--- src/rtl/compare_pipe.sv ---
// Two-stage streaming comparator: CHANNELS lanes of A op B per beat with
// valid/ready on both sides and per-lane saturating hit counters.
module compare_pipe #(
    parameter int unsigned WIDTH    = 32,
    parameter int unsigned CHANNELS = 4,
    parameter int unsigned CNT_W    = 8
) (
    input  logic                        clk_i,
    input  logic                        rst_i,
    input  logic                        in_valid_i,
    output logic                        in_ready_o,
    input  logic [2:0]                  op_i,
    input  logic                        signed_i,
    input  logic [CHANNELS*WIDTH-1:0]   a_i,
    input  logic [CHANNELS*WIDTH-1:0]   b_i,
    output logic                        out_valid_o,
    input  logic                        out_ready_i,
    output logic [CHANNELS-1:0]         q_o,
    input  logic                        cnt_clr_i,
    output logic [CHANNELS*CNT_W-1:0]   hit_cnt_o
);

    localparam int unsigned DATA_W = CHANNELS * WIDTH;
    localparam logic [CNT_W-1:0] CNT_MAX = '1;

    localparam logic [2:0] OP_LT = 3'd0;
    localparam logic [2:0] OP_LE = 3'd1;
    localparam logic [2:0] OP_GT = 3'd2;
    localparam logic [2:0] OP_GE = 3'd3;
    localparam logic [2:0] OP_EQ = 3'd4;
    localparam logic [2:0] OP_NE = 3'd5;

    typedef struct packed {
        logic [DATA_W-1:0] a;
        logic [DATA_W-1:0] b;
        logic [2:0]        op;
        logic              sgn;
    } s1_t;

    logic                             s1_valid_q, s1_valid_d;
    s1_t                              s1_q, s1_d;
    logic                             out_valid_q, out_valid_d;
    logic [CHANNELS-1:0]              q_q, q_d;
    logic [CHANNELS-1:0][CNT_W-1:0]   cnt_q, cnt_d;

    logic                en1, en2, out_hs;
    logic [CHANNELS-1:0] cmp_res;

    // Signed compare reuses the unsigned comparator by flipping both sign bits.
    function automatic logic lane_cmp(input logic [WIDTH-1:0] a,
                                      input logic [WIDTH-1:0] b,
                                      input logic [2:0]       op,
                                      input logic             sgn);
        logic [WIDTH-1:0] ak;
        logic [WIDTH-1:0] bk;
        logic             lt;
        logic             eq;
        ak = {a[WIDTH-1] ^ sgn, a[WIDTH-2:0]};
        bk = {b[WIDTH-1] ^ sgn, b[WIDTH-2:0]};
        lt = (ak < bk);
        eq = (a == b);
        case (op)
            OP_LT:   lane_cmp = lt;
            OP_LE:   lane_cmp = lt | eq;
            OP_GT:   lane_cmp = ~(lt | eq);
            OP_GE:   lane_cmp = ~lt;
            OP_EQ:   lane_cmp = eq;
            OP_NE:   lane_cmp = ~eq;
            default: lane_cmp = 1'b0;
        endcase
    endfunction

    always_comb begin
        cmp_res = '0;
        for (int unsigned k = 0; k < CHANNELS; k++) begin
            cmp_res[k] = lane_cmp(s1_q.a[k*WIDTH +: WIDTH], s1_q.b[k*WIDTH +: WIDTH],
                                  s1_q.op, s1_q.sgn);
        end
    end

    // Pipeline advance: a stage moves when it is empty or the stage after it moves.
    always_comb begin
        en2         = !out_valid_q || out_ready_i;
        en1         = !s1_valid_q || en2;
        s1_valid_d  = s1_valid_q;
        s1_d        = s1_q;
        out_valid_d = out_valid_q;
        q_d         = q_q;
        if (en1) begin
            s1_valid_d = in_valid_i;
            if (in_valid_i) begin
                s1_d.a   = a_i;
                s1_d.b   = b_i;
                s1_d.op  = op_i;
                s1_d.sgn = signed_i;
            end
        end
        if (en2) begin
            out_valid_d = s1_valid_q;
            if (s1_valid_q) begin
                q_d = cmp_res;
            end
        end
    end

    // Hit counters: clear dominates, otherwise saturating increment on handshake.
    always_comb begin
        out_hs = out_valid_q && out_ready_i;
        cnt_d  = cnt_q;
        for (int unsigned k = 0; k < CHANNELS; k++) begin
            if (cnt_clr_i) begin
                cnt_d[k] = '0;
            end else if (out_hs && q_q[k] && (cnt_q[k] != CNT_MAX)) begin
                cnt_d[k] = cnt_q[k] + CNT_W'(1);
            end
        end
    end

    always_ff @(posedge clk_i) begin
        if (rst_i) begin
            s1_valid_q  <= 1'b0;
            s1_q        <= '0;
            out_valid_q <= 1'b0;
            q_q         <= '0;
            cnt_q       <= '0;
        end else begin
            s1_valid_q  <= s1_valid_d;
            s1_q        <= s1_d;
            out_valid_q <= out_valid_d;
            q_q         <= q_d;
            cnt_q       <= cnt_d;
        end
    end

    assign in_ready_o  = en1;
    assign out_valid_o = out_valid_q;
    assign q_o         = q_q;
    assign hit_cnt_o   = cnt_q;

endmodule

--- config.mk ---
export PLATFORM = sky130hd
export DESIGN_NAME = compare_pipe
export DESIGN_NICKNAME = d
export VERILOG_FILES = /design/src/rtl/compare_pipe.sv
export SDC_FILE = /design/constraint.sdc
export NUM_CORES = 1
export LEC_CHECK = 0
export BUFFER_PORTS_ARGS = -buffer_cell sky130_fd_sc_hd__buf_4
export CORE_ASPECT_RATIO = 0.6
export CORE_MARGIN = 3
export CORE_UTILIZATION = 55
export CTS_CLUSTER_SIZE = 10
export DETAILED_ROUTE_END_ITERATION = 10
export MAX_ROUTING_LAYER = met4
export PLACE_DENSITY = 0.88
export SKIP_LAST_GASP = 1
export SLEW_MARGIN = 20
export SYNTH_ARGS = -nofsm -noshare
export SYNTH_HDL_FRONTEND = slang
export SYNTH_SLANG_ARGS = --single-unit
--- constraint.sdc ---
create_clock -name clk_i -period 2.4 [get_ports clk_i]
set_input_delay 0.24 -clock clk_i [delete_from_list [all_inputs] [get_ports clk_i]]
set_output_delay 0.24 -clock clk_i [all_outputs]
set_load 0.01 [all_outputs]
==> metrics.yaml <==
drive_above_1_share: 0.161
netlist_area_mm2: 0.0139
viasPerCell: 5.81
synth_seq_cells: 298
avgSynthCellArea_um2: 7.67
io_pins: 303
syn_to_final_growth_pct: 41.2
antenna_found_initial: 5
yosys_most_used_dff: "dfxtp_1"
drt_iter0_drc: 1689
ys_seq_area_frac: 0.430
dpl.hpwl_um: 27600
grt_pass1_vias: 15100
end_kind: "register"
max_freq_mhz: 428
tightestPinTransition_ns: 0.879
max_cap_viol_count: 0
cp_data_required_time_ns: 2.79
finalHoldViolCount: 0
p_leak_nw: 8.62
worst_setup_path_start_kind: "register"
status: "complete, no violations"
layout_worst_path_cycle_share: 0.974
synth-warning-count: 0
worstHoldPathType: "input pin to register"
ant_nets: 0
fin_util: 0.799
dr.pass1.iters: 8
gp_congestion: 0.859
dieHeight_um: 129
critPathArrivalTime_ns: 2.73
cts_tree: "done"
clk_path_buf_depth: 3
power_mw: 12.2
crit_type: "register to register"
num-nets-final: 2678
synth_cells: 1807
max-slew-margin-rel: 0.414
initial_core_util: 0.566
synth_enable_flop_cells: 0
synthArstFlopShare: 0
crit_fanout: 3
track_usage: 0.358
core_area_mm2: 0.0245
die_area_mm2: 0.0272
p_per_area_mw_per_mm2: 624
wl_um: 49400
cts.clk_slew.worst_paths_ns: 0.06
vias: 15200
slew_violations: 0
cts_root_buf: "clkbuf_16"
wl_per_cell_um: 18.9
clock-sinks: 298
period_needed_ns: 2.34
ff2ff_setup_slack_ns: 0.06
syn_nets: 2200
vdd_drop_max_uv: 422
grt_setup_unrepaired: "yes"
clk_latency_ns: 0.50
fp.dieW_um: 211
drc: 0
port_buffers: 302
htree_levels: 2
finalSetupTns_ns: 0
setup_viol: 0
grt_max_degree: 175
grt.overflow.total: 0
rows: 44
grt_pass1_wl_um: 75900
cts_buffers: 35
fillers: 1374
ys_types: 51
fin_skew_ns: 0.0131
flip-flops by register name (all words and copies together) (netlist names):
signal       flops
hit_cnt_o       32
out_valid_o      1
q_o              4
s1_q           260
s1_valid_q       1
cell usage after synthesis, types with 2 or more instances:
master	n	area, um^2
nor2_1	51	191
nand4_1	16	100
a2bb2oi_1	2	17.5
ha_1	128	1600
nand2_1	567	2130
and2_1	2	12.5
and3b_1	3	26.3
a21o_1	16	120
xor2_1	18	158
nand4b_1	2	17.5
inv_1	136	510
buf_1	2	7.51
o21a_1	2	15.0
or3_1	6	37.5
o211ai_1	7	52.6
nor3_1	8	40.0
mux2i_1	5	50.1
o21ai_1	4	20.0
o21ai_0	21	105
and4_1	4	35.0
buf_2	3	15.0
nand3_1	32	160
dfxtp_1	298	5970
o2111ai_1	4	35.0
xnor2_1	9	78.8
nor3b_1	5	37.5
a211oi_1	5	37.5
clkbuf_1	88	330
or2_1	3	18.8
a221o_1	5	50.1
a31oi_1	2	12.5
nor2b_1	4	25.0
nor4_1	5	31.3
a221oi_1	5	43.8
o221ai_1	3	26.3
and3_1	7	43.8
a21oi_1	315	1580
final cells by class:
class                      count  area [um^2]  share of cell area
inverter                     136          510              0.0261
antenna                        5         12.5            0.000639
timing repair buffer         535         4670               0.239
sequential                   298         5970               0.305
multi-input combinational   1279         7070               0.361
clock buffer                  38          940              0.0480
tap                          322          403              0.0206
layer usage:
metal,vias to the layer above,global-route usage,wire [um]
li1,6917,-,-
met1,7088,0.406,18900
met2,946,0.610,24000
met3,237,0.0724,4040
met4,0,0.177,2470
met5,-,-,0
power by group:
part / switching (mW) / internal, mW / leakage (nW)
registers: 0.192 / 5.21 / 2.45
logic: 1.09 / 1.04 / 5.71
clock network: 1.95 / 2.73 / 0.463
metrics by stage:
step	cells	setup slack, ns	cell area, um^2	hold slack, ns
after floorplan	1807	0.232	13900	0.357
after global placement	2354	0.135	16400	0.443
after detailed placement	2354	0.0717	16400	0.446
after CTS	2608	0.0683	19500	0.000190
after global routing	2613	-0.0605	19600	0.00836
final	2613	0.0627	19600	0.0188
cells in the final DEF (no fill, tap or decap), types with 8 or more instances in the layout:
cell / netlist / layout
nand2_1: 567 / 566
a21oi_1: 315 / 315
buf_4: 0 / 310
dfxtp_1: 298 / 298
dlygate4sd3_1: 0 / 216
inv_1: 136 / 136
ha_1: 128 / 127
nor2_1: 51 / 51
clkbuf_16: 0 / 37
nand3_1: 32 / 32
o21ai_0: 21 / 21
xor2_1: 18 / 18
nand4_1: 16 / 16
a21o_1: 16 / 16
xnor2_1: 9 / 9
nor3_1: 8 / 8
kinds of logic after synthesis:
group / after synthesis / share of synthesized area
compound gates: 397 / 0.156
xor+xnor: 27 / 0.0171
fa+ha+maj: 128 / 0.115
buf+inv: 230 / 0.0630
flops: 298 / 0.430
mux: 5 / 0.00361
simple gates: 722 / 0.215
critical path, stage by stage (launching register included):
cell      delay [ns]
dfxtp_1         0.35
inv_1           0.11
ha_4            0.31
nand4_1         0.12
or3b_1          0.42
o221ai_1        0.20
a21oi_1         0.11
a211o_1         0.28
a221o_1         0.34
what timing repair did:
action	CTS	global route
hold buffers	216	0
setup endpoints to repair	0	4
setup buffers	0	0
resized for setup	0	7
endpoints found under the hold margin	214	0
path summary, 6_finish.rpt:
kind	from	endpoint	cells past startpoint
max	s1_q[75]	q_o[2]	8
min	a_i[57]	s1_q[189]	3
max reg2reg	s1_q[75]	q_o[2]	8
min reg2reg	s1_q[25]	s1_q[25]	2
(Power assumes the default switching activity.)
